`config.mk`:
```
export PLATFORM = sky130hd
export DESIGN_NAME = adc_capture_ctrl_flat
export DESIGN_NICKNAME = d
export VERILOG_FILES = /design/src/rtl/adc_capture_ctrl_if.sv /design/src/rtl/adc_capture_ctrl.sv /design/src/flat_wrapper.sv
export SDC_FILE = /design/constraint.sdc
export NUM_CORES = 1
export LEC_CHECK = 0
export BUFFER_PORTS_ARGS = -buffer_cell sky130_fd_sc_hd__buf_2
export CAP_MARGIN = 10
export CELL_PAD_IN_SITES_DETAIL_PLACEMENT = 1
export CELL_PAD_IN_SITES_GLOBAL_PLACEMENT = 1
export CORE_ASPECT_RATIO = 1.4
export CORE_MARGIN = 2
export CORE_UTILIZATION = 45
export DETAILED_ROUTE_END_ITERATION = 6
export PLACE_DENSITY_LB_ADDON = 0.05
export SYNTH_ARGS = -nofsm -noshare
export SYNTH_HDL_FRONTEND = slang
export SYNTH_SLANG_ARGS = --single-unit
```
`constraint.sdc`:
```
create_clock -name clk -period 2.2 [get_ports clk]
set_input_delay 0.44 -clock clk [delete_from_list [all_inputs] [get_ports clk]]
set_output_delay 0.44 -clock clk [all_outputs]
set_load 0.01 [all_outputs]
```
`src/rtl/adc_capture_ctrl_if.sv`:
```
// Bus bundle between the ADC capture controller and its surroundings:
// arm request, the parallel-ADC handshake and the sample-buffer write port.
interface adc_capture_ctrl_if;
  logic       arm;
  logic       convstb;
  logic       busy;
  logic       csb;
  logic       rdb;
  logic [7:0] db;
  logic       wr_en;
  logic [9:0] wr_addr;
  logic [7:0] wr_data;
  logic       frame_done;
  logic       timeout_err;

  // Controller side
  modport master (
    input  arm, busy, db,
    output convstb, csb, rdb, wr_en, wr_addr, wr_data, frame_done, timeout_err
  );

  // ADC / buffer / host side
  modport slave (
    output arm, busy, db,
    input  convstb, csb, rdb, wr_en, wr_addr, wr_data, frame_done, timeout_err
  );
endinterface

```
`src/rtl/adc_capture_ctrl.sv`:
```
// Parallel ADC capture controller: paces conversions on a fixed sample period,
// runs the convstb/busy/csb/rdb handshake and writes one frame of samples
// into a buffer. Every strobe is a flop output so the ADC never sees glitches.
module adc_capture_ctrl #(
  parameter int unsigned SAMPLE_DIV = 500,
  parameter int unsigned CONV_W     = 4,
  parameter int unsigned RD_W       = 3,
  parameter int unsigned BUSY_TO    = 1023,
  parameter int unsigned DEPTH      = 640
) (
  input  logic                 clk,
  input  logic                 rst,
  adc_capture_ctrl_if.master   bus
);

  typedef enum logic [2:0] {
    S_IDLE    = 3'd0,
    S_CONV    = 3'd1,
    S_WAIT_HI = 3'd2,
    S_WAIT_LO = 3'd3,
    S_READ    = 3'd4,
    S_HOLD    = 3'd5
  } state_t;

  localparam logic [15:0] PER_LAST  = 16'(SAMPLE_DIV - 1);
  localparam logic [15:0] CONV_LAST = 16'(CONV_W - 1);
  localparam logic [15:0] RD_LAST   = 16'(RD_W - 1);
  localparam logic [15:0] TO_LAST   = 16'(BUSY_TO - 1);
  localparam logic [9:0]  ADDR_LAST = 10'(DEPTH - 1);

  state_t      state_q, state_d;
  logic        busy_s1_q, busy_s2_q;
  logic        run_q, run_d;
  logic [15:0] per_q, per_d;
  logic [15:0] cnt_q, cnt_d;
  logic [9:0]  addr_q, addr_d;
  logic [7:0]  wr_data_q, wr_data_d;
  logic        convstb_q, convstb_d;
  logic        csb_q, csb_d;
  logic        rdb_q, rdb_d;
  logic        wr_en_q, wr_en_d;
  logic        frame_done_q, frame_done_d;
  logic        timeout_q, timeout_d;
  logic        per_tick;

  assign per_tick = (per_q == PER_LAST);

  // Two-flop synchronizer for the asynchronous ADC busy line
  always_ff @(posedge clk or posedge rst) begin
    if (rst) begin
      busy_s1_q <= 1'b0;
      busy_s2_q <= 1'b0;
    end else begin
      busy_s1_q <= bus.busy;
      busy_s2_q <= busy_s1_q;
    end
  end

  // Next-state logic: handshake sequencing, period pacing and address/flag updates
  always_comb begin
    state_d      = state_q;
    run_d        = run_q;
    cnt_d        = cnt_q + 16'd1;
    addr_d       = addr_q;
    wr_data_d    = wr_data_q;
    wr_en_d      = 1'b0;
    frame_done_d = 1'b0;
    timeout_d    = timeout_q;

    // Period counter free-runs once armed so conversions stay on the sample grid
    if (run_q) begin
      per_d = per_tick ? 16'd0 : (per_q + 16'd1);
    end else begin
      per_d = per_q;
    end

    // Address advances the clock after its write strobe
    if (wr_en_q) begin
      addr_d = (addr_q == ADDR_LAST) ? 10'd0 : (addr_q + 10'd1);
    end else begin
      addr_d = addr_q;
    end

    case (state_q)
      S_IDLE: begin
        cnt_d = 16'd0;
        if (bus.arm) begin
          state_d   = S_CONV;
          addr_d    = 10'd0;
          timeout_d = 1'b0;
          per_d     = 16'd0;
          run_d     = 1'b1;
        end else begin
          state_d = S_IDLE;
        end
      end
      S_CONV: begin
        if (cnt_q == CONV_LAST) begin
          state_d = S_WAIT_HI;
          cnt_d   = 16'd0;
        end else begin
          state_d = S_CONV;
        end
      end
      S_WAIT_HI: begin
        if (busy_s2_q) begin
          state_d = S_WAIT_LO;
          cnt_d   = 16'd0;
        end else if (cnt_q == TO_LAST) begin
          state_d   = S_HOLD;
          timeout_d = 1'b1;
          cnt_d     = 16'd0;
        end else begin
          state_d = S_WAIT_HI;
        end
      end
      S_WAIT_LO: begin
        if (!busy_s2_q) begin
          state_d = S_READ;
          cnt_d   = 16'd0;
        end else if (cnt_q == TO_LAST) begin
          state_d   = S_HOLD;
          timeout_d = 1'b1;
          cnt_d     = 16'd0;
        end else begin
          state_d = S_WAIT_LO;
        end
      end
      S_READ: begin
        if (cnt_q == RD_LAST) begin
          // db is captured while csb/rdb are still low
          wr_data_d = bus.db;
          wr_en_d   = 1'b1;
          cnt_d     = 16'd0;
          if (addr_q == ADDR_LAST) begin
            frame_done_d = 1'b1;
            state_d      = S_IDLE;
            run_d        = 1'b0;
          end else begin
            state_d = S_HOLD;
          end
        end else begin
          state_d = S_READ;
        end
      end
      S_HOLD: begin
        cnt_d = 16'd0;
        if (per_tick) begin
          state_d = S_CONV;
        end else begin
          state_d = S_HOLD;
        end
      end
      default: begin
        state_d = S_IDLE;
        run_d   = 1'b0;
        cnt_d   = 16'd0;
      end
    endcase

    // Strobes follow the state being entered so they line up with it exactly
    convstb_d = (state_d != S_CONV);
    csb_d     = (state_d != S_READ);
    rdb_d     = (state_d != S_READ);
  end

  // State, counters and registered outputs; reset drops all ADC strobes at once
  always_ff @(posedge clk or posedge rst) begin
    if (rst) begin
      state_q      <= S_IDLE;
      run_q        <= 1'b0;
      per_q        <= 16'd0;
      cnt_q        <= 16'd0;
      addr_q       <= 10'd0;
      wr_data_q    <= 8'd0;
      convstb_q    <= 1'b1;
      csb_q        <= 1'b1;
      rdb_q        <= 1'b1;
      wr_en_q      <= 1'b0;
      frame_done_q <= 1'b0;
      timeout_q    <= 1'b0;
    end else begin
      state_q      <= state_d;
      run_q        <= run_d;
      per_q        <= per_d;
      cnt_q        <= cnt_d;
      addr_q       <= addr_d;
      wr_data_q    <= wr_data_d;
      convstb_q    <= convstb_d;
      csb_q        <= csb_d;
      rdb_q        <= rdb_d;
      wr_en_q      <= wr_en_d;
      frame_done_q <= frame_done_d;
      timeout_q    <= timeout_d;
    end
  end

  assign bus.convstb     = convstb_q;
  assign bus.csb         = csb_q;
  assign bus.rdb         = rdb_q;
  assign bus.wr_en       = wr_en_q;
  assign bus.wr_addr     = addr_q;
  assign bus.wr_data     = wr_data_q;
  assign bus.frame_done  = frame_done_q;
  assign bus.timeout_err = timeout_q;

endmodule

```
`src/flat_wrapper.sv`:
```
// flat-port wrapper written by rule: the top's interface ports become plain ports
module adc_capture_ctrl_flat 
#(
  parameter int unsigned SAMPLE_DIV = 500,
  parameter int unsigned CONV_W     = 4,
  parameter int unsigned RD_W       = 3,
  parameter int unsigned BUSY_TO    = 1023,
  parameter int unsigned DEPTH      = 640
)
  (clk, rst, bus_arm, bus_busy, bus_db, bus_convstb, bus_csb, bus_rdb, bus_wr_en, bus_wr_addr, bus_wr_data, bus_frame_done, bus_timeout_err);
  adc_capture_ctrl_if bus_i ();
  input  logic clk;
  input  logic rst;
  input wire logic [$bits(bus_i.arm)-1:0] bus_arm;
  input wire logic [$bits(bus_i.busy)-1:0] bus_busy;
  input wire logic [$bits(bus_i.db)-1:0] bus_db;
  output wire logic [$bits(bus_i.convstb)-1:0] bus_convstb;
  output wire logic [$bits(bus_i.csb)-1:0] bus_csb;
  output wire logic [$bits(bus_i.rdb)-1:0] bus_rdb;
  output wire logic [$bits(bus_i.wr_en)-1:0] bus_wr_en;
  output wire logic [$bits(bus_i.wr_addr)-1:0] bus_wr_addr;
  output wire logic [$bits(bus_i.wr_data)-1:0] bus_wr_data;
  output wire logic [$bits(bus_i.frame_done)-1:0] bus_frame_done;
  output wire logic [$bits(bus_i.timeout_err)-1:0] bus_timeout_err;
  assign bus_i.arm = bus_arm;
  assign bus_i.busy = bus_busy;
  assign bus_i.db = bus_db;
  assign bus_convstb = bus_i.convstb;
  assign bus_csb = bus_i.csb;
  assign bus_rdb = bus_i.rdb;
  assign bus_wr_en = bus_i.wr_en;
  assign bus_wr_addr = bus_i.wr_addr;
  assign bus_wr_data = bus_i.wr_data;
  assign bus_frame_done = bus_i.frame_done;
  assign bus_timeout_err = bus_i.timeout_err;
  adc_capture_ctrl #(.SAMPLE_DIV(SAMPLE_DIV), .CONV_W(CONV_W), .RD_W(RD_W), .BUSY_TO(BUSY_TO), .DEPTH(DEPTH)) u_core (.clk(clk), .rst(rst), .bus(bus_i));
endmodule
```
==> results.md <==
- Outcome: finished clean
- Post-Syn Nets: 299
- Drt wl/cell: 15.8 microns
- Critical path's slowest cell: or4_4
- Clock slew seen by the registers of the worst setup and hold paths: 0.07 ns
- Hold buffer count at CTS: 0
- Die area: 7230 sq um
- Fin. Hold Viols: 0
- H-Tree Depth: 3
- RSZ-0062 raised after global routing: yes
- Worst Setup Start Kind: flip-flop
- Post-CTS sizing: 0
- Ys Warns: 0
- WS Path Type: reg2reg
- Cell count after placement: 401
- Post-synth EDFFs: 0
- RD Place Congestion: 0.858
- Core region area: 6300 sq um
- CP cell instances: or4_4 -> nor4_4 -> o22ai_1 -> or3_4 -> or3b_1
- CTS tree: done
- First-pass GRT wire length: 11,500 microns
- Register area share after synthesis: 0.518
- Cts bufs inserted: 9
- Post-synth top cells: dfrtp_1, nor2_1, xor2_1
- Worst R2R Path Depth: 5
- Area contributors post-synth: dfrtp_1, xor2_1, nor2_1
- Final core occ: 0.561
- Die height: 99.8 microns
- Number of buffer and inverter stages on the critical path: 0
- Flip-flop and latch count after synthesis: 61
- Vias in the first global route: 2,517
- Final Setup Violations: 0
- Initial DRC count: 60
- Slowest Stage Delay on Critical Path: 0.53 ns
- Antenna diodes: 0
- Post-route insts no fill: 417
- Power density over the cells: 951 nW/um^2
- Lkg Pwr: 1.70 nW
- Synth unique cells: 46
- Syn avg cell area: 10.4 sq um
- Synth Instances: 283
- Drt via density: 5.58
- RR Startpoint: u_core.per_q[9]$_DFF_PP0_
- Asr flop ratio synth: 1.00
- Die X: 72.4 microns
- Initial Util: 0.468
- Fmax: 474 MHz
- Root Buffer: clkbuf_8
- Layout Skew: 0.0119 ns
- Hold crit path type: in2async
- Final worst setup slack: 0.0904 ns
- Num rows: 34
- Total of max-cap violations: 0
- Nets: 356
- Max-slew headroom: 0.583
- Final wirelength: 6590 microns
- Maximum VDD drop: 0.612 mV
- Reg2Reg Setup Slack: 0.09 ns
- I/O pin total: 36
- Mapped Area: 2950 sq um
- Top delay family on crit path: simple AND/OR/NAND/NOR gates
- Worst slack, placed: 0.0925 ns
- Layout cells sized above 1: 0.264
- Area share of the largest cell type after synthesis: 0.501
- TritonRoute pass-1 iters: 4
- GRT Residual Overflow: 0
- FF-to-FF End: u_core.bus.convstb$_DFF_PP1_
- Initial antenna violation count: 0
- Setup TNS: 0 ns
- Clk_lat worst skew: 0.34 ns
- # fillers: 725
- Post-route ant nets: 0
- Vias: 2,327
- Setup Buffers After CTS: 0
- Worst endpoint required time: 2.46 ns
- GRT Resource Usage Total: 0.206
- Area leader, netlist: dfrtp_1
- Area Growth Syn to Fin: 19.8%
- Slew @ Worst Pin: 0.620 ns
- Top FF cell, synth: dfrtp_1
- Fin crit period: 2.11 ns
- Worst-path maximum fanout: 3
- Most common cell in the synthesized netlist: dfrtp_1
- Largest net degree at the start of global routing: 62
- Worst setup EP type: flip-flop
- Critical Path AT: 2.37 ns
- DRC Markers: 0
- Buffers on Ports: 35
- Clk buf depth: 2
- Sink Count: 61
- Period utilisation layout: 0.959
- DP HPWL: 4730 microns
- Fin. max-slew vios: 0
- Final std cell area, no fill: 3530 sq um
- DP Area: 3330 sq um
-- metrics by stage --
step	hold WS, ns	power [mW]
3_5_place_dp	0.350	2.42
2_1_floorplan	0.331	2.07
6_report	0.150	3.36
5_1_grt	0.178	3.58
3_3_place_gp	0.334	2.39
4_1_cts	0.165	3.42
-- registers in the layout (all words and copies together) (netlist names) --
| register | count |
|---|---|
| u_core.busy_s2_q | 1 |
| u_core.bus.wr_en | 1 |
| u_core.state_q | 3 |
| u_core.cnt_q | 16 |
| u_core.bus.frame_done | 1 |
| u_core.bus.convstb | 1 |
| u_core.busy_s1_q | 1 |
| u_core.bus.wr_addr | 10 |
| u_core.per_q | 16 |
| u_core.bus.csb | 1 |
| u_core.bus.timeout_err | 1 |
| u_core.bus.wr_data | 8 |
| u_core.run_q | 1 |
-- layer usage --
layer	global-route usage	share of wire
met1	0.231	0.40
met2	0.368	0.55
met3	0.0392	0.021
met4	0.0983	0.030
met5	0	0
-- area by class of cell --
class	instances	area (sq um)	share of cell area
clock buffers	12	145	0.0411
flip-flops and latches	61	1530	0.433
well taps	72	90.1	0.0255
inverters	10	37.5	0.0106
clock inverters	4	47.5	0.0135
multi-input cells	204	1350	0.383
repair buffers	54	330	0.0935
-- power by group --
part	total, mW	leakage [nW]	internal, mW	switching, mW
registers	1.46	0.819	1.32	0.144
logic	0.923	0.784	0.407	0.516
clock network	0.973	0.0964	0.551	0.422
-- worst reg2reg max path, stage by stage (launching register included) --
cell	delay (ns)
dfrtp_1	0.41
or4_4	0.53
nor4_4	0.24
o22ai_1	0.11
or3_4	0.39
or3b_1	0.35
-- how the worst max path moves through the flow --
stage,from,end,slack (ns),depth (start not counted)
detailed placement,u_core.cnt_q[0]$_DFF_PP0_,u_core.bus.convstb$_DFF_PP1_,0.09,7
finish,u_core.per_q[9]$_DFF_PP0_,u_core.bus.convstb$_DFF_PP1_,0.09,5
global route,u_core.per_q[9]$_DFF_PP0_,u_core.bus.convstb$_DFF_PP1_,-0.002,5
CTS,u_core.per_q[9]$_DFF_PP0_,u_core.bus.convstb$_DFF_PP1_,0.08,5
floorplan,u_core.per_q[3]$_DFF_PP0_,u_core.bus.convstb$_DFF_PP1_,0.14,5
global placement,u_core.per_q[9]$_DFF_PP0_,u_core.bus.convstb$_DFF_PP1_,0.12,5
-- cell usage in the layout (no fill, tap or decap), types with 3 or more instances in the layout --
master	Yosys	layout
dfrtp_1	59	59
nor2_1	51	51
buf_2	1	35
xor2_1	23	23
buf_4	1	18
nand3_1	17	17
nand2_1	15	15
xnor2_1	14	14
clkbuf_8	0	10
inv_1	10	9
nand4_1	9	9
and4_1	8	8
mux2_2	8	8
a21oi_1	5	5
and3_1	5	5
nor4_1	4	4
or3_1	4	4
ha_1	4	4
o22ai_1	3	3
-- logic make-up after synthesis --
family | after synthesis | share of synthesized area
AND/OR/NAND/NOR | 134 | 0.249
flip-flops | 61 | 0.518
XOR/XNOR | 37 | 0.110
AO/OA/AOI/OAI | 19 | 0.0433
buffers and inverters | 18 | 0.0246
multiplexers | 10 | 0.0373
adder cells (fa/ha/maj) | 4 | 0.0170
Power figures use the tool's default switching activity.
